--- src/rtl/mem_port_arbiter.sv ---
// rtl/mem_port_arbiter.sv - data-RAM port arbiter: CPU fixed priority, aux anti-starvation and bounded lock bursts
module mem_port_arbiter #(
    parameter int STARVE_MAX = 4,
    parameter int MAX_LOCK   = 8
) (
    input  logic        clk,
    input  logic        CLR,
    input  logic        cpu_req,
    input  logic [31:0] cpu_addr,
    input  logic [31:0] cpu_wdata,
    input  logic        cpu_we,
    input  logic        cpu_byte,
    input  logic        cpu_half,
    input  logic        cpu_uext,
    output logic        cpu_gnt,
    output logic        cpu_stall,
    input  logic        aux_req,
    input  logic [31:0] aux_addr,
    input  logic [31:0] aux_wdata,
    input  logic        aux_we,
    input  logic        aux_byte,
    input  logic        aux_half,
    input  logic        aux_uext,
    input  logic        aux_lock,
    output logic        aux_gnt,
    output logic [31:0] ram_addr,
    output logic [31:0] ram_wdata,
    output logic        ram_we,
    output logic        ram_byte,
    output logic        ram_half,
    output logic        ram_uext,
    input  logic [31:0] ram_rdata,
    output logic        rsp_valid,
    output logic        rsp_id,
    output logic [31:0] rsp_rdata
);

    localparam logic [3:0] STARVE_LIM = 4'(STARVE_MAX);
    localparam logic [4:0] LOCK_LIM   = 5'(MAX_LOCK);

    logic [3:0] wait_cnt;
    logic [3:0] lock_cnt;
    logic       locked;
    logic [4:0] lock_inc;
    logic       rd_gnt;

    always_comb begin
        cpu_gnt = 1'b0;
        aux_gnt = 1'b0;
        if (locked && aux_req)
            aux_gnt = 1'b1;
        else if (aux_req && wait_cnt == STARVE_LIM)
            aux_gnt = 1'b1;
        else if (cpu_req)
            cpu_gnt = 1'b1;
        else if (aux_req)
            aux_gnt = 1'b1;
    end

    // With no grant the CPU fields are presented, but the write strobe stays low.
    always_comb begin
        ram_addr  = cpu_addr;
        ram_wdata = cpu_wdata;
        ram_byte  = cpu_byte;
        ram_half  = cpu_half;
        ram_uext  = cpu_uext;
        if (aux_gnt) begin
            ram_addr  = aux_addr;
            ram_wdata = aux_wdata;
            ram_byte  = aux_byte;
            ram_half  = aux_half;
            ram_uext  = aux_uext;
        end
    end

    assign ram_we    = (cpu_gnt & cpu_we) | (aux_gnt & aux_we);
    assign cpu_stall = cpu_req & ~cpu_gnt;
    assign rd_gnt    = (cpu_gnt | aux_gnt) & ~ram_we;
    assign lock_inc  = {1'b0, lock_cnt} + 5'd1;

    always_ff @(posedge clk or posedge CLR) begin
        if (CLR) begin
            wait_cnt  <= 4'd0;
            lock_cnt  <= 4'd0;
            locked    <= 1'b0;
            rsp_valid <= 1'b0;
            rsp_id    <= 1'b0;
            rsp_rdata <= 32'd0;
        end else begin
            if (aux_req && !aux_gnt)
                wait_cnt <= (wait_cnt == STARVE_LIM) ? wait_cnt : wait_cnt + 4'd1;
            else
                wait_cnt <= 4'd0;

            // Saturate so an unlocked aux stream holding aux_lock cannot wrap into a fresh burst.
            if (aux_gnt && aux_lock)
                lock_cnt <= (lock_cnt == 4'hF) ? lock_cnt : lock_inc[3:0];
            else
                lock_cnt <= 4'd0;

            locked <= aux_gnt & aux_lock & (lock_inc < LOCK_LIM);

            rsp_valid <= rd_gnt;
            if (rd_gnt) begin
                rsp_id    <= aux_gnt;
                rsp_rdata <= ram_rdata;
            end
        end
    end

endmodule

--- config.mk ---
export PLATFORM = sky130hd
export DESIGN_NAME = mem_port_arbiter
export DESIGN_NICKNAME = d
export VERILOG_FILES = /design/src/rtl/mem_port_arbiter.sv
export SDC_FILE = /design/constraint.sdc
export NUM_CORES = 1
export LEC_CHECK = 0
export ABC_AREA = 1
export BUFFER_PORTS_ARGS = -buffer_cell sky130_fd_sc_hd__buf_2
export CORE_AREA = 5 5 105 107
export DETAILED_ROUTE_END_ITERATION = 12
export DIE_AREA = 0 0 110 112
export PLACE_DENSITY = 0.77
export SKIP_CTS_REPAIR_TIMING = 1
export SYNTH_ARGS = -nofsm -noshare
export SYNTH_HDL_FRONTEND = slang
export SYNTH_SLANG_ARGS = --single-unit
export TNS_END_PERCENT = 1
--- constraint.sdc ---
create_clock -name clk -period 2.5 [get_ports clk]
set_clock_uncertainty 0.15 [all_clocks]
set_input_delay 0.125 -clock clk [delete_from_list [all_inputs] [get_ports clk]]
set_output_delay 0.125 -clock clk [all_outputs]
set_load 0.02 [all_outputs]
==> results.py, run 1 <==
metrics = {
    "timing": {
        "hold_violations": 0,
        "worst_slew_pin_slew_ns": 0.6784,
        "maxSlewViolCount": 0,
        "rsz0062_at_grt": "no",
        "timing.final.crit_share": 0.9197,
        "setup_violations": 0,
        "hold_ws_ns": 0.02913,
        "slew_headroom": 0.5472,
        "fin_crit_ns": 2.299,
        "max_freq_mhz": 434.9,
        "setup_tns_ns": 0,
    },
    "hold_path": {
        "hp-class": "primary input to register",
        "hold_start": "aux_lock",
    },
    "run": {
        "drv_cap": 0,
    },
    "floorplan": {
        "coreArea_sq_um": 10050,
        "dieArea_sq_um": 12320,
        "initial_core_util": 0.2806,
        "die_h_um": 112,
        "dieWidth_um": 110,
        "io_pins": 278,
        "rows": 37,
    },
    "clock_tree": {
        "clockRootBuffer": "clkbuf_8",
        "tritoncts": "done",
        "numCtsBuffers": 5,
        "cts_buffer_depth": 2,
        "cts-htree-levels": 2,
        "clkTransAtPathRegs_ns": 0.08,
        "clk_latency_ns": 0.29,
        "cts_sinks": 43,
    },
    "synth": {
        "ys_seq_elements": 43,
        "yosys_warnings": 0,
        "synth_cell_types": 24,
        "async_flop_share": 1.000,
        "synth_area_sq_um": 2819,
        "synth_area_per_cell_sq_um": 6.602,
        "syn_nets": 603,
        "synthCells": 427,
        "ys_seq_area_frac": 0.3817,
        "synthFlopType": "dfrtp_1",
        "synth_edf_count": 0,
    },
    "worst_setup_path": {
        "max_stage_delay_ns": 0.41,
        "worst-path-max-fanout": 44,
        "crit_buf_inv": 4,
        "path_delay_family": "buffers and inverters",
        "cp-end-kind": "primary output",
        "start_kind": "register",
        "setup.worst_path.start": "wait_cnt[0]",
        "arrival_ns": 2.02,
        "slowest_stage": "buf_4",
        "required_ns": 2.23,
        "criticalPathCategory": "register to primary output",
        "path_common_cell": "nand2_1",
        "cp_cell_sequence": "inv_1, ha_1, nand2_1, inv_2, nand2_2, buf_4, nand3_1, nand2_1, buf_2",
        "r2r_start": "wait_cnt[0]",
    },
    "global_routing": {
        "grt_antenna_before_repair": 0,
        "grt_max_degree": 68,
        "grt_pass1_vias": 3515,
        "gr-total-overflow": 0,
        "track_usage": 0.1681,
        "grt_pass1_wl_um": 16930,
    },
    "layout": {
        "mostFrequentLayoutCell": "buf_2",
        "area_growth_pct": 67.82,
        "drive_above_1_share": 0.4181,
        "diodes": 0,
        "fin_nets": 895,
        "final_cell_mix": "buf_2 (277), nand2_1 (205), nand3_1 (72)",
        "instances_no_fill": 856,
    },
    "placed_design": {
        "dp.cells": 815,
        "port_buffers": 277,
        "dp_hpwl_um": 9267,
        "place.gp.congestion": 0.8738,
    },
    "drt": {
        "drt_first_pass_iters": 6,
        "drt_iter0_markers": 329,
        "detail_route.wl_per_cell_um": 14.65,
        "vias_per_cell": 4.626,
        "route.antenna.remaining_nets": 0,
        "drc": 0,
        "routed_wl_um": 12540,
        "vias": 3960,
    },
    "run_status": {
        "status": "finished, final reports clean",
    },
    "power": {
        "ir_drop_v": 0.0003516,
        "p_leak_nw": 2.863,
        "pwr_density_cell_nw_per_um2": 470.0,
    },
}
==> sequential cells by signal, indices dropped and copies added, names as in the netlist <==
signal,cells
locked,1
rsp_rdata,32
lock_cnt,4
wait_cnt,4
rsp_valid,1
rsp_id,1
==> cells by family after synthesis <==
group | Yosys count | synth area share
buffers and inverters | 44 | 0.07235
AO/OA/AOI/OAI | 6 | 0.01198
flip-flops | 43 | 0.3817
XOR/XNOR | 3 | 0.009323
adder cells (fa/ha/maj) | 3 | 0.01332
AND/OR/NAND/NOR | 328 | 0.5113
==> Yosys cell counts, types with 3 or more instances <==
cell      number  area, sq um
nand2_1      205        769.5
nand3_1       72        360.4
dfrtp_1       43         1076
nand4_1       33        206.5
buf_2         19        95.09
nor2_1        10        37.54
clkbuf_1       8        30.03
inv_1          8        30.03
a21oi_1        4        20.02
buf_4          4        30.03
ha_1           3        37.54
==> worst reg2reg max path: stages (launching register included) <==
cell and delay [ns]:
dfrtp_1 0.38, inv_1 0.06, ha_1 0.19, nand2_1 0.08, inv_2 0.03, nand2_2 0.11
nand2_4 0.18, nand2_4 0.11, nand3_2 0.51, nand2_1 0.23, nand2_1 0.07
==> stage by stage <==
step	util	instance area (sq um)	setup slack [ns]	power, mW
after global routing	0.4709	4731	0.03520	2.343
after detailed placement	0.4286	4305	0.2347	1.729
after floorplan	-	2819	0.7809	1.337
final	0.4709	4731	0.2008	2.224
after CTS	0.4380	4400	0.1831	2.199
after global placement	0.4286	4305	0.3133	1.724
==> where the power goes <==
group          internal, mW  switching, mW  leakage (nW)
clock network         0.227          0.240        0.0484
logic                 0.360          0.576          2.28
registers             0.775         0.0461         0.538
total                  1.36          0.862          2.86
==> cell type report <==
cell class | count | area (sq um)
timing repair buffer | 318 | 1802
tap | 136 | 170.2
multi-input combinational | 340 | 1546
clock buffer | 7 | 86.33
sequential | 43 | 1076
clock inverter | 1 | 8.758
fill | 1016 | 5315
inverter | 11 | 41.29
==> metal layers <==
layer | up-vias | part of all wire | track usage
met2 | 198 | 0.49 | 0.2888
met3 | 29 | 0.10 | 0.04522
li1 | 1970 | - | -
met4 | 0 | 0.026 | 0.04323
met5 | - | 0 | 0
met1 | 1763 | 0.38 | 0.2052
==> final timing paths <==
kind | end | slack, ns | depth (start not counted)
setup / recovery | ram_wdata[11] | 0.20 | 9
hold reg to reg | rsp_rdata[3] | 0.32 | 2
min in group asynchronous | rsp_rdata[16] | 0.36 | 4
hold / removal | lock_cnt[1] | 0.03 | 3
max in group asynchronous | rsp_rdata[10] | 1.46 | 4
setup reg to reg | rsp_rdata[24] | 0.28 | 10
(Power assumes the default switching activity.)
==> run 2: changes to the inputs <==
--- a/config.mk
+++ b/config.mk
@@ -10,7 +10,7 @@
 export CORE_AREA = 5 5 105 107
 export DETAILED_ROUTE_END_ITERATION = 12
 export DIE_AREA = 0 0 110 112
-export PLACE_DENSITY = 0.77
+export PLACE_DENSITY = 0.8
 export SKIP_CTS_REPAIR_TIMING = 1
 export SYNTH_ARGS = -nofsm -noshare
 export SYNTH_HDL_FRONTEND = slang
==> constraint.sdc (replaced) <==
create_clock -name clk -period 1.9 [get_ports clk]
set_clock_uncertainty 0.15 [all_clocks]
set_input_delay 0.095 -clock clk [delete_from_list [all_inputs] [get_ports clk]]
set_output_delay 0.095 -clock clk [all_outputs]
set_load 0.02 [all_outputs]
==> run 2 against run 1 <==
The run now ends with setup timing left. Routed wire length increased by 11%. Power is 46% higher. Combinational power increased by 53%. Final cell count grew 1.5%. Critical path type unchanged. Via count up 7.3%. Clock power rose by 56%. Non-clock buffer count is 11 higher. Global-route usage grew 0.056 points. Utilization increased by 6.2 points.
==> results.py, run 2 (synthesis results as in run 1) <==
metrics = {
    "timing": {
        "fin_ws_ns": -0.09477,
        "hold_violations": 0,
        "timing.final.crit_share": 1.050,
        "slew_headroom": 0.6513,
        "rsz0062_at_grt": "yes",
        "worst_slew_pin_slew_ns": 0.5230,
        "max_freq_mhz": 501.3,
        "setup_violations": 68,
        "fin_crit_ns": 1.995,
        "maxSlewViolCount": 0,
    },
    "layout": {
        "area_growth_pct": 90.01,
        "mostFrequentLayoutCell": "buf_2",
        "largest_register_ffs": 32,
        "regMostFlops": "rsp_rdata",
        "drive_above_1_share": 0.4522,
        "nFillCells": 935,
        "top_regs": "rsp_rdata x32, lock_cnt x4, wait_cnt x4",
        "final_util": 0.5332,
        "fin_nets": 907,
        "final_cell_mix": "buf_2 (221), nand2_1 (188), nand3_1 (72)",
    },
    "power": {
        "switching_share": 0.3608,
        "clkPwrFrac": 0.225,
        "p_leak_nw": 3.093,
        "comb_power_share": 0.442,
        "ir_drop_v": 0.0004118,
        "pwr-share-seq": 0.333,
        "p_sw_mw": 1.171,
        "pwr_density_cell_nw_per_um2": 605.6,
        "internal_power_mw": 2.073,
    },
    "drt": {
        "drc": 0,
        "route.antenna.remaining_nets": 0,
        "routed_wl_um": 13970,
        "vias_per_cell": 4.891,
        "vias": 4250,
        "routed.top_layer": "met5",
        "detail_route.wl_per_cell_um": 16.07,
        "drt_first_pass_iters": 6,
        "drt_iter0_markers": 374,
        "wl_met2_um": 7242,
        "wl_met3_um": 1357,
        "met1_length_um": 5084,
    },
    "worst_setup_path": {
        "max_stage_delay_ns": 0.38,
        "arrival_ns": 1.75,
        "crit_buf_inv": 4,
        "cp-end-kind": "primary output",
        "start_kind": "register",
        "criticalPathCategory": "register to primary output",
        "path_delay_family": "buffers and inverters",
        "required_ns": 1.65,
        "cp_cell_sequence": "inv_1, ha_1, nand2_1, inv_2, nand2_8, buf_6, nand3_1, nand2_1, buf_2",
        "worst-path-max-fanout": 16,
        "path_common_cell": "nand2_1",
        "slowest_stage": "dfrtp_1",
    },
    "floorplan": {
        "rows": 37,
        "dieWidth_um": 110,
        "initial_core_util": 0.2806,
        "die_h_um": 112,
        "io_pins": 278,
        "dieArea_sq_um": 12320,
        "coreArea_sq_um": 10050,
    },
    "global_routing": {
        "grt_antenna_before_repair": 1,
        "grt_pass1_vias": 3481,
        "grt_pass1_wl_um": 16900,
        "grt_max_degree": 68,
        "track_usage": 0.1686,
        "gr-total-overflow": 0,
    },
    "clock_tree": {
        "cts-htree-levels": 2,
        "clk_latency_ns": 0.28,
        "tritoncts": "done",
        "cts_sinks": 43,
        "numCtsBuffers": 5,
        "clkTransAtPathRegs_ns": 0.08,
        "cts_buffer_depth": 2,
        "clockRootBuffer": "clkbuf_8",
    },
    "run_status": {
        "status": "complete, but fails checks",
        "violations": "setup timing",
    },
    "placed_design": {
        "port_buffers": 277,
        "place.gp.congestion": 0.8002,
        "dp_hpwl_um": 9008,
        "dp_slack_ns": 0.09627,
    },
    "hold_path": {
        "hp-class": "primary input to register",
    },
    "run": {
        "drv_cap": 0,
    },
}
==> run 2: worst paths after layout <==
path	startpoint	end	slack, ns	depth (start not counted)
worst max-delay path	wait_cnt[1]	ram_addr[5]	-0.09	9
max in group asynchronous	CLR	lock_cnt[3]	0.88	4
worst max register to register	wait_cnt[1]	rsp_rdata[17]	0.08	11
worst min register to register	rsp_rdata[12]	rsp_rdata[12]	0.32	2
worst min-delay path	aux_req	wait_cnt[2]	0.05	3
min in group asynchronous	CLR	rsp_rdata[8]	0.36	4
==> run 2: worst register-to-register path: stages, from the launching register on <==
cell	delay, ns
dfrtp_1	0.38
inv_1	0.05
ha_1	0.17
nand2_1	0.08
inv_2	0.06
nand2_8	0.13
nand2_4	0.10
nand2_4	0.16
nand3_2	0.11
buf_12	0.18
nand2_1	0.09
nand2_1	0.05
==> run 2: layout make-up <==
class / instances / area [sq um] / share of cell area
Antenna cell: 1 / 2.502 / 0.0004672
Clock buffer: 6 / 82.58 / 0.01542
Clock inverter: 2 / 35.03 / 0.006541
Inverter: 11 / 41.29 / 0.007708
Multi-Input combinational cell: 341 / 1625 / 0.3034
Sequential cell: 43 / 1076 / 0.2009
Tap cell: 136 / 170.2 / 0.03177
Timing Repair Buffer: 329 / 2323 / 0.4338
==> run 2: power by group through the flow <==
stage	clock network, mW	logic [mW]	registers (mW)
final	0.729	1.43	1.08
after global routing	0.790	1.54	1.09
after CTS	0.757	1.19	1.08
after detailed placement	0	1.18	1.09
after global placement	0	1.17	1.09
after floorplan	0	0.540	1.22
==> run 2: layer usage <==
metal,up-vias,GRT usage
met5,-,0
met4,2,0.03325
met3,28,0.04174
met2,238,0.3014
met1,1982,0.2024
li1,2000,-
==> run 2: per-stage QoR <==
step / hold WS, ns / area (sq um) / TNS (ns) / std cells / power, mW
floorplan: 0.1002 / 2819 / 0 / 427 / 1.759
global placement: 0.1050 / 4358 / 0 / 817 / 2.262
detailed placement: 0.1179 / 4358 / 0 / 817 / 2.279
CTS: -0.2052 / 4476 / -11.04 / 825 / 3.022
global route: 0.03413 / 5354 / -12.87 / 868 / 3.422
finish: 0.04588 / 5356 / -3.555 / 869 / 3.244
